[config.mk]
export PLATFORM = sky130hd
export DESIGN_NAME = vio_pok_ctrl
export DESIGN_NICKNAME = d
export VERILOG_FILES = /design/src/rtl/vio_pok_ctrl_pkg.sv /design/src/rtl/vio_pok_sync.sv /design/src/rtl/vio_pok_ctrl.sv
export SDC_FILE = /design/constraint.sdc
export NUM_CORES = 1
export LEC_CHECK = 0
export ABC_AREA = 1
export CAP_MARGIN = 10
export CELL_PAD_IN_SITES_DETAIL_PLACEMENT = 2
export CELL_PAD_IN_SITES_GLOBAL_PLACEMENT = 2
export CORE_AREA = 10 10 72 74
export CTS_CLUSTER_SIZE = 20
export DETAILED_ROUTE_END_ITERATION = 16
export DIE_AREA = 0 0 82 84
export PLACE_DENSITY_LB_ADDON = 0.1
export SYNTH_ARGS = -nofsm -noshare
export SYNTH_HDL_FRONTEND = slang
export SYNTH_SLANG_ARGS = --single-unit
[constraint.sdc]
create_clock -name clk_i -period 2.45 [get_ports clk_i]
set_input_delay 0.245 -clock clk_i [delete_from_list [all_inputs] [get_ports clk_i]]
set_output_delay 0.245 -clock clk_i [all_outputs]
set_load 0.05 [all_outputs]
[src/rtl/vio_pok_ctrl_pkg.sv]
// rtl/vio_pok_ctrl_pkg.sv - shared types and helpers for the VIO power-good conditioner
//   vio_pok_state_e : debounce FSM state, encoding is visible on state_o
//   cnt_width()     : debounce counter width for given qualify windows
package vio_pok_ctrl_pkg;

  typedef enum logic [1:0] {
    ST_OFF = 2'd0,
    ST_UP  = 2'd1,
    ST_ON  = 2'd2,
    ST_DN  = 2'd3
  } vio_pok_state_e;

  // Wide enough to hold the larger of the two qualify windows.
  function automatic int unsigned cnt_width(input int unsigned on_cycles,
                                            input int unsigned off_cycles);
    int unsigned max_cycles;
    max_cycles = (on_cycles > off_cycles) ? on_cycles : off_cycles;
    return (max_cycles < 1) ? 1 : $clog2(max_cycles + 1);
  endfunction

endpackage

[src/rtl/vio_pok_sync.sv]
// rtl/vio_pok_sync.sv - multi-flop synchronizer for the raw power-good level
//   clk_i  : destination clock
//   rst_i  : asynchronous active-high reset, clears the chain to 0
//   d_i    : asynchronous input level
//   q_o    : synchronized level, SyncStages flops after d_i
module vio_pok_sync #(
  parameter int SyncStages = 2
) (
  input  logic clk_i,
  input  logic rst_i,
  input  logic d_i,
  output logic q_o
);

  logic [SyncStages-1:0] sync_q;
  logic [SyncStages-1:0] sync_d;

  always_comb begin
    sync_d = {sync_q[SyncStages-2:0], d_i};
  end

  always_ff @(posedge clk_i or posedge rst_i) begin
    if (rst_i) begin
      sync_q <= '0;
    end else begin
      sync_q <= sync_d;
    end
  end

  assign q_o = sync_q[SyncStages-1];

endmodule

[src/rtl/vio_pok_ctrl.sv]
// rtl/vio_pok_ctrl.sv - synchronizes and debounces the VIO power-good level
//   clk_i        : block clock
//   rst_i        : asynchronous active-high reset
//   en_i         : controller enable, 0 forces OFF
//   clr_i        : synchronous clear of glitch_cnt_o
//   vio_pok_a_i  : raw asynchronous power-good level
//   vio_pok_o    : filtered power good (high in ON and DN)
//   vio_rise_o   : pulse on UP->ON
//   vio_fall_o   : pulse on entry to OFF from ON/DN
//   glitch_o     : pulse on DN->ON abort
//   glitch_cnt_o : saturating count of glitch_o
//   state_o      : current FSM state
module vio_pok_ctrl
  import vio_pok_ctrl_pkg::*;
#(
  parameter int SyncStages = 2,
  parameter int OnCycles   = 16,
  parameter int OffCycles  = 4,
  parameter int GlitchCntW = 8
) (
  input  logic                  clk_i,
  input  logic                  rst_i,
  input  logic                  en_i,
  input  logic                  clr_i,
  input  logic                  vio_pok_a_i,
  output logic                  vio_pok_o,
  output logic                  vio_rise_o,
  output logic                  vio_fall_o,
  output logic                  glitch_o,
  output logic [GlitchCntW-1:0] glitch_cnt_o,
  output logic [1:0]            state_o
);

  localparam int CntW = cnt_width(OnCycles, OffCycles);
  localparam logic [CntW-1:0] OnLast  = CntW'(OnCycles - 1);
  localparam logic [CntW-1:0] OffLast = CntW'(OffCycles - 1);

  logic pok_s;

  vio_pok_sync #(
    .SyncStages(SyncStages)
  ) u_sync (
    .clk_i(clk_i),
    .rst_i(rst_i),
    .d_i  (vio_pok_a_i),
    .q_o  (pok_s)
  );

  vio_pok_state_e        state_q, state_d;
  logic [CntW-1:0]       cnt_q, cnt_d;
  logic                  pok_q, pok_d;
  logic                  rise_q, rise_d;
  logic                  fall_q, fall_d;
  logic                  glitch_q, glitch_d;
  logic [GlitchCntW-1:0] glitch_cnt_q, glitch_cnt_d;

  always_comb begin
    state_d  = state_q;
    cnt_d    = cnt_q;
    glitch_d = 1'b0;

    if (!en_i) begin
      // Disable wins over everything, including a pending DN abort.
      state_d = ST_OFF;
      cnt_d   = '0;
    end else begin
      case (state_q)
        ST_OFF: begin
          if (pok_s) begin
            state_d = ST_UP;
            cnt_d   = '0;
          end
        end
        ST_UP: begin
          if (!pok_s) begin
            // Any low sample throws away the partial qualification.
            state_d = ST_OFF;
            cnt_d   = '0;
          end else if (cnt_q == OnLast) begin
            state_d = ST_ON;
            cnt_d   = '0;
          end else begin
            cnt_d = cnt_q + 1'b1;
          end
        end
        ST_ON: begin
          if (!pok_s) begin
            state_d = ST_DN;
            cnt_d   = '0;
          end
        end
        ST_DN: begin
          if (pok_s) begin
            state_d  = ST_ON;
            cnt_d    = '0;
            glitch_d = 1'b1;
          end else if (cnt_q == OffLast) begin
            state_d = ST_OFF;
            cnt_d   = '0;
          end else begin
            cnt_d = cnt_q + 1'b1;
          end
        end
        default: begin
          state_d = ST_OFF;
          cnt_d   = '0;
        end
      endcase
    end

    // Outputs follow next-state so they change on the same edge as the FSM.
    pok_d  = (state_d == ST_ON) || (state_d == ST_DN);
    rise_d = (state_q == ST_UP) && (state_d == ST_ON);
    fall_d = ((state_q == ST_ON) || (state_q == ST_DN)) && (state_d == ST_OFF);

    glitch_cnt_d = glitch_cnt_q;
    if (clr_i) begin
      glitch_cnt_d = '0;
    end else if (glitch_d && (glitch_cnt_q != {GlitchCntW{1'b1}})) begin
      glitch_cnt_d = glitch_cnt_q + 1'b1;
    end
  end

  always_ff @(posedge clk_i or posedge rst_i) begin
    if (rst_i) begin
      state_q      <= ST_OFF;
      cnt_q        <= '0;
      pok_q        <= 1'b0;
      rise_q       <= 1'b0;
      fall_q       <= 1'b0;
      glitch_q     <= 1'b0;
      glitch_cnt_q <= '0;
    end else begin
      state_q      <= state_d;
      cnt_q        <= cnt_d;
      pok_q        <= pok_d;
      rise_q       <= rise_d;
      fall_q       <= fall_d;
      glitch_q     <= glitch_d;
      glitch_cnt_q <= glitch_cnt_d;
    end
  end

  assign vio_pok_o    = pok_q;
  assign vio_rise_o   = rise_q;
  assign vio_fall_o   = fall_q;
  assign glitch_o     = glitch_q;
  assign glitch_cnt_o = glitch_cnt_q;
  assign state_o      = state_q;

endmodule
Yosys cells after proc, flatten, opt, wreduce, memory -nomap -nowiden
Index checks and enable logic that the tools add are counted.
- add/sub/neg operators: 2
- equal/unequal tests: 10
- reductions and logical operators: 9
- mux-type cells: 21
- operators by type and width (kind ; count):
    5-bit two-way mux ; 7
    5-bit case mux with 4 select lines ; 1
    8-bit two-way mux ; 2
    2-bit two-way mux ; 7
    8-bit by 1-bit adder with 8-bit output, second input constant ; 1
    2-bit == test, second input constant ; 4
    8-bit != test, second input constant ; 1
    2-bit case mux with 4 select lines ; 1
    5-bit by 1-bit adder with 5-bit output, second input constant ; 1
    5-bit by 2-bit == test with 1-bit output, second input constant ; 1
    5-bit by 4-bit == test with 1-bit output, second input constant ; 1
    2-bit logical NOT ; 2
    1-bit logical AND ; 3
    1-bit two-way mux ; 3
    3-bit by 2-bit != test with 1-bit output, second input constant ; 1
    3-bit != test, second input constant ; 1
    2-bit by 1-bit == test with 1-bit output, second input constant ; 1
    1-bit logical OR ; 2
    2-bit AND reduction ; 1
    2-bit nonzero test ; 1
- input port bits: 5
- register bits after elaboration: 21
- word-level logic and storage cells: 50
- output and inout bits: 14

Logic depth before layout (Yosys ltp)
Gate-level depths: netlist (run 1).
- depth in word-level cells: 7
- gate-level depth with buffers: 9
- mapped depth without buffers: 9

Cells and area by module
Synthesis (run 1) repeated with hierarchy kept, for this count alone.
- cell total of the unflattened synthesis: 151
- area, all modules: 1152.4 sq um
- modules (own cells, without submodules) (module ; cells each ; sequential area each (sq um) ; area each (sq um) ; instances):
    vio_pok_ctrl ; 148 ; 475.5 ; 1098.6 ; 1
    vio_pok_sync ; 3 ; 50.0 ; 53.8 ; 1

Least setup slack after synthesis (run 1)
Ideal clock, no wire load.
- kind: reg-to-reg
- start point: register glitch_cnt_q[1], in the netlist glitch_cnt_o[1]
- end point: register glitch_cnt_q[4], in the netlist glitch_cnt_o[4]
- cell stages (with the launch flop): 10
- arrival: 1.546 ns
- data required time: 2.376 ns
- clock period less this slack: 1.620 ns
- buffers on the path: 0
- library setup time: 0.074 ns
- setup slack: 0.830 ns
- cells stage by stage: dfrtp_1 ha_1 nand2_2 nor2_2 nand2_2 nand2_4 nand2_4 inv_6 nand2_1 o21ai_2
- longest elaborated chain between the ends: 3
- elaborated cells between the ends (all ways): 6
- those cells by class: 1 x add/sub; 1 x eq/ne; 2 x mux; 2 x reduce/logical
- RTL lines (item ; line ; source):
    start: declaration ; vio_pok_ctrl.sv:55 ; logic [GlitchCntW-1:0] glitch_cnt_q, glitch_cnt_d;
    start signal: assignment ; vio_pok_ctrl.sv:140 ; glitch_cnt_q <= glitch_cnt_d;
    8-bit by 1-bit adder with 8-bit output / 8-bit != test (equally long branches) ; vio_pok_ctrl.sv:120, vio_pok_ctrl.sv:119 ;
    8-bit two-way mux / 1-bit logical AND (equally long branches) ; vio_pok_ctrl.sv:119 ; end else if (glitch_d && (glitch_cnt_q != {GlitchCntW{1'b1}})) begin
    8-bit two-way mux / 2-bit nonzero test (equally long branches) ; -- ;
Parallel ways exist; a longest one is shown, timed or not. The select of a mux whose other input is x is not followed.
A chain may end at the register's enable or synchronous reset.

Worst setup path after layout (run 1)
- start point: register state_q[1], in the netlist state_o[1]
- end point: output port state_o[1]
- RTL lines (item ; line ; source):
    start: declaration ; vio_pok_ctrl.sv:49 ; vio_pok_state_e state_q, state_d;
    start signal: assignment ; vio_pok_ctrl.sv:134 ; state_q <= state_d;
    end: declaration ; vio_pok_ctrl.sv:31 ; output logic [1:0] state_o
No word-level cell between the ends.

==> impl_metrics.tcl, run 1 <==
set metrics [dict create \
    worst-setup-path-type "flop to output pin" \
    antenna_found_initial 0 \
    h-tree-depth 1 \
    cts_sinks 21 \
    cts_buffer_depth 2 \
    hpwl_um 2611 \
    start_util_pct 31.18 \
    drt-vias-per-instance 4.800 \
    startpoint_type "flop" \
    portBuffers 18 \
    antenna_cells 0 \
    rows 23 \
    cp_max_fo 7 \
    cts_buffers 3 \
    critical-path-max-stage-delay_ns 0.87 \
    pwr-share-clk_pct 36.1 \
    clock_latency_ns 0.26 \
    maxSlewViolCount 0 \
    wl_per_cell_um 14.84 \
    cts_hold_buffers 0 \
    clkTransAtPathRegs_ns 0.08 \
    grt_pass1_wl_um 5920 \
    setup_viol 0 \
    wl_um 3340 \
    ff2ff_setup_slack_ns 0.73 \
    peakVddDrop_v 0.0001738 \
    synth-warning-count 0 \
    required_ns 2.20 \
    cts_tree "built" \
    intPower_uw 482.0 \
    layout.nets 185 \
    status "finished, final reports clean" \
    utilization_pct 38.71 \
    grt_max_degree 22 \
    die_x_um 82 \
    fmax_mhz 538.2 \
    die_y_um 84 \
    dieArea_sq_um 6888 \
    worst_pin_slew_ns 0.5078 \
    syn_area_sq_um 1202 \
    drive_gt1_share_pct 13.14 \
    synth-seq-cells 21 \
    stdcell_count 225 \
    crit_family "buffers and inverters" \
    dr.pass1.iters 4 \
    power_density_nw_per_um2 426.1 \
    grt.overflow.total 0 \
    endpoint "state_o[1]" \
    final.setup_skew_ns 0.004584 \
    dpl_cell_area_sq_um 1448 \
    dp.cells 221 \
    syn-num-nets 162 \
    total_power_uw 636.0 \
    r2r_cells 8 \
    synth.avg_cell_area_sq_um 7.859 \
    drt_iter0_markers 37 \
    cp.depth 1 \
    p_seq_share_pct 56.0 \
    io_pins 19 \
    gp_congestion 0.7685 \
    p_sw_uw 154.1 \
    areaGrowthSynthToFinish_pct 24.14 \
    tns_ns 0 \
    grt.total_usage_pct 10.74 \
    cts_setup_buffers 0 \
    synth_seq_area_share_pct 43.70 \
    antenna_left 0 \
    synth.distinct_cells 27 \
    grt_pass1_vias 1208 \
    p_leak_uw 0.0007133 \
    crit_path_start "state_o[1]" \
    power_frac_comb_pct 7.9 \
    vias 1080 \
    clock-root-buffer "clkbuf_8" \
    finalCriticalPeriod_ns 1.858 \
    synthCells 153 \
    cp.buffers_inverters 1 \
    rsz0062_at_grt "no" \
    r2r_end "vio_fall_o" \
    slew_headroom_pct 66.04 \
    ctsResizeCount 0 \
    arrival_ns 1.61 \
    sw_frac_of_total_pct 24.22 \
    hold_class "input pin to async pin" \
    postLayoutCellArea_sq_um 1493 \
    min_period_over_period_pct 75.84 \
    r2r-start "cnt_q[0]" \
    cap_violations 0 \
    core_sq_um 3856 \
    hold_viol_final 0 \
    crit_slowest_cell "clkdlybuf4s50_1" \
    drc 0 \
    endpoint_kind "output pin" \
    path_cells "clkdlybuf4s50_1" \
]
-- layer usage --
layer	wire, um	global-route usage [%]
met3	151	2.802
met4	22	3.251
met1	1406	12.45
met2	1759	18.40
met5	0	0
-- state kept, by name, summed over array words and instances (netlist names) --
name and flops:
vio_pok_o 1, glitch_cnt_o 8, u_sync.sync_q 2, glitch_o 1, cnt_q 5, vio_fall_o 1, state_o 2, vio_rise_o 1
-- synthesized netlist by cell type --
| master | n | area [sq um] |
|---|---|---|
| nand2_1 | 41 | 153.9 |
| inv_1 | 22 | 82.58 |
| dfrtp_1 | 21 | 525.5 |
| nand3_1 | 15 | 75.07 |
| nor2_1 | 11 | 41.29 |
| nand4_1 | 6 | 37.54 |
| ha_1 | 4 | 50.05 |
| o21ai_0 | 4 | 20.02 |
| nand2_2 | 3 | 18.77 |
| nor2_2 | 3 | 18.77 |
| o21ai_2 | 3 | 26.28 |
| a21oi_1 | 2 | 10.01 |
| nand2_4 | 2 | 22.52 |
| or2_2 | 2 | 12.51 |
| xor2_1 | 2 | 17.52 |
| a31oi_1 | 1 | 6.260 |
| buf_2 | 1 | 5.000 |
| clkinv_1 | 1 | 3.750 |
| inv_2 | 1 | 3.750 |
| inv_6 | 1 | 8.760 |
| nand3_2 | 1 | 10.01 |
| nor2_4 | 1 | 11.26 |
| nor3_1 | 1 | 5.000 |
| nor3b_2 | 1 | 12.51 |
| o21ai_1 | 1 | 5.000 |
| o21bai_1 | 1 | 7.510 |
| o21bai_2 | 1 | 11.26 |
-- per-stage QoR --
step           hold slack, ns  worst slack (ns)
4_1_cts                0.3361            0.5620
3_5_place_dp           0.3503            0.7322
5_1_grt                0.3543            0.5157
6_report               0.3261            0.5920
2_1_floorplan          0.2215            0.8302
3_3_place_gp           0.3329            0.7530
-- power by group through the flow --
stage / Combinational (uW) / Clock, uW / Sequential, uW
4_1_cts: 52.2 / 243 / 356
3_5_place_dp: 51.9 / 0 / 363
5_1_grt: 57.1 / 259 / 357
3_3_place_gp: 50.9 / 0 / 363
2_1_floorplan: 27.8 / 0 / 365
6_report: 50.4 / 230 / 356
-- layout make-up --
class                      count  area [sq um]
timing repair buffer          19         187.7
tap                           50         62.56
clock buffer                   4         45.04
multi-input combinational    106         573.1
sequential                    21         525.5
fill                         474          2364
inverter                      25         98.84
-- cell usage in the layout, fill, tap and decap left out, drive strengths merged, types with 2 or more instances in the layout --
master,Yosys,final
nand3,16,16
clkbuf,0,4
a21oi,2,2
nand2,46,46
or2,2,2
clkdlybuf4s50,0,18
dfrtp,21,21
nand4,6,6
ha,4,4
o21ai,8,8
xor2,2,2
nor2,15,15
o21bai,2,2
inv,24,24
-- worst min path at each step --
stage / from / cells past startpoint / end
2_1_floorplan: rst_i / 1 / cnt_q[0]
3_3_place_gp: u_sync.sync_q[0] / 0 / u_sync.sync_q[1]
5_1_grt: rst_i / 3 / glitch_cnt_o[0]
6_report: rst_i / 3 / glitch_cnt_o[4]
4_1_cts: rst_i / 3 / glitch_cnt_o[4]
3_5_place_dp: u_sync.sync_q[0] / 0 / u_sync.sync_q[1]
-- logic make-up after synthesis --
| family | Yosys count | share of synthesized area, % |
|---|---|---|
| adder cells (fa/ha/maj) | 4 | 4.162 |
| AND/OR/NAND/NOR | 87 | 34.86 |
| XOR/XNOR | 2 | 1.457 |
| buffers and inverters | 26 | 8.636 |
| AO/OA/AOI/OAI | 13 | 7.181 |
| flip-flops | 21 | 43.70 |
No activity file was read; power rests on OpenSTA's default activity.
==> inputs of run 2 (changes only) <==
--- a/config.mk
+++ b/config.mk
@@ -9,10 +9,10 @@
 export CAP_MARGIN = 10
 export CELL_PAD_IN_SITES_DETAIL_PLACEMENT = 2
 export CELL_PAD_IN_SITES_GLOBAL_PLACEMENT = 2
-export CORE_AREA = 10 10 72 74
+export CORE_AREA = 10 10 75 77
 export CTS_CLUSTER_SIZE = 20
 export DETAILED_ROUTE_END_ITERATION = 16
-export DIE_AREA = 0 0 82 84
+export DIE_AREA = 0 0 85 87
 export PLACE_DENSITY_LB_ADDON = 0.1
 export SYNTH_ARGS = -nofsm -noshare
 export SYNTH_HDL_FRONTEND = slang
==> constraint.sdc (replaced) <==
create_clock -name clk_i -period 1.9 [get_ports clk_i]
set_input_delay 0.19 -clock clk_i [delete_from_list [all_inputs] [get_ports clk_i]]
set_output_delay 0.19 -clock clk_i [all_outputs]
set_load 0.05 [all_outputs]
==> run 2 against run 1 <==
- first-iteration DRC count is 54% lower
- critical endpoint is now state_o[0]
- largest cell class unchanged
- utilization is 3.4 points lower
- hold slack worse by 0.054 ns
- sequential share of layout area hardly changed
- wire length is 0.15% lower
- total power is 29% higher
- worst setup slack worse by 0.50 ns
- flip-flop and latch count stayed put
- clock-buffer cell count is 1 lower
- register-to-register slack worse by 0.48 ns
- critical path depth stayed put
==> impl_metrics.tcl, run 2 (synthesis gave the netlist of run 1 again) <==
set metrics [dict create \
    cts_sinks 21 \
    hold_viol_final 0 \
    path_cells "clkdlybuf4s50_1" \
    dieArea_sq_um 7395 \
    maxSlewViolCount 0 \
    hpwl_um 2658 \
    io_pins 19 \
    cp_max_fo 7 \
    critical-path-max-stage-delay_ns 0.86 \
    r2r-start "cnt_q[0]" \
    r2r_cells 8 \
    startpoint_type "flop" \
    required_ns 1.71 \
    die_x_um 85 \
    setup_viol 0 \
    cp.buffers_inverters 1 \
    core_sq_um 4234 \
    total_power_uw 817.9 \
    vias 1064 \
    h-tree-depth 1 \
    endpoint_kind "output pin" \
    antenna_left 0 \
    final.setup_skew_ns 0.005624 \
    gp_congestion 0.6858 \
    layout.nets 185 \
    drc 0 \
    wl_per_cell_um 14.69 \
    crit_slowest_cell "clkdlybuf4s50_1" \
    peakVddDrop_v 0.0002260 \
    largest_reg_flops 8 \
    grt.total_usage_pct 9.570 \
    fillerInstances 500 \
    drt-vias-per-instance 4.687 \
    drive_gt1_share_pct 14.29 \
    r2r_end "vio_fall_o" \
    ff2ff_setup_slack_ns 0.25 \
    cts_tree "built" \
    drt_iter0_markers 17 \
    hold_class "input pin to async pin" \
    worst-setup-path-type "flop to output pin" \
    antenna_found_initial 0 \
    fmax_mhz 553.4 \
    wl_um 3335 \
    holdWs_ns 0.2717 \
    arrival_ns 1.62 \
    dr.pass1.iters 2 \
    rsz0062_at_grt "no" \
    final_cell_mix "nand2_1, inv_1, dfrtp_1" \
    grt_pass1_vias 1237 \
    finalCriticalPeriod_ns 1.807 \
    cts_setup_buffers 0 \
    min_period_over_period_pct 95.10 \
    grt_max_degree 22 \
    cts_buffer_depth 2 \
    tns_ns 0 \
    portBuffers 18 \
    start_util_pct 28.40 \
    cap_violations 0 \
    crit_family "buffers and inverters" \
    slew_headroom_pct 66.19 \
    rows 24 \
    clock_latency_ns 0.26 \
    worst_pin_slew_ns 0.5056 \
    clkTransAtPathRegs_ns 0.08 \
    cts_buffers 3 \
    cts_hold_buffers 0 \
    grt.overflow.total 0 \
    multi_input_comb_area_sq_um 573.1 \
    register_area_sq_um 525.5 \
    areaGrowthSynthToFinish_pct 24.25 \
    die_y_um 87 \
    layout_commonest_cell "nand2_1" \
    antenna_cells 0 \
    clock-root-buffer "clkbuf_8" \
    p_leak_uw 0.0007180 \
    ctsResizeCount 0 \
    grt_pass1_wl_um 5802 \
    status "finished, final reports clean" \
    power_density_nw_per_um2 547.4 \
]
run 2: metrics by stage:
stage	std cells	utilization [%]	setup WS [ns]	area, sq um
CTS	227	35.28	0.06228	1494
finish	227	35.28	0.09311	1494
floorplan	153	-	0.2802	1202
global placement	223	34.19	0.2522	1448
global route	227	35.28	0.01721	1494
detailed placement	223	34.19	0.2160	1448
run 2: power by group:
group          total, uW  switching (uW)  internal (uW)
clock network        293             147            146
logic               65.8            44.7           21.0
registers            459            7.79            451
run 2: worst max path at each step:
stage,startpoint,endpoint,slack (ns),cells after the start
floorplan,glitch_cnt_o[1],glitch_cnt_o[4],0.28,9
finish,state_o[0],state_o[0],0.09,1
CTS,state_o[0],state_o[0],0.06,1
detailed placement,cnt_q[0],vio_fall_o,0.22,8
global route,state_o[0],state_o[0],0.02,1
global placement,en_i,glitch_cnt_o[3],0.25,8
run 2: layer usage:
layer,vias to the layer above,routed length [um],global-route usage (%)
li1,528,-,-
met1,524,1346,9.855
met2,10,1857,18.12
met3,2,109,2.341
met4,0,22,3.593
met5,-,0,0
run 2: final cells by class:
type	instances	share of cell area, %
multi-input cells	106	38.36
flip-flops and latches	21	35.18
repair buffers	19	12.40
inverters	25	6.616
well taps	52	4.355
clock buffers	3	2.764
clock inverters	1	0.3350
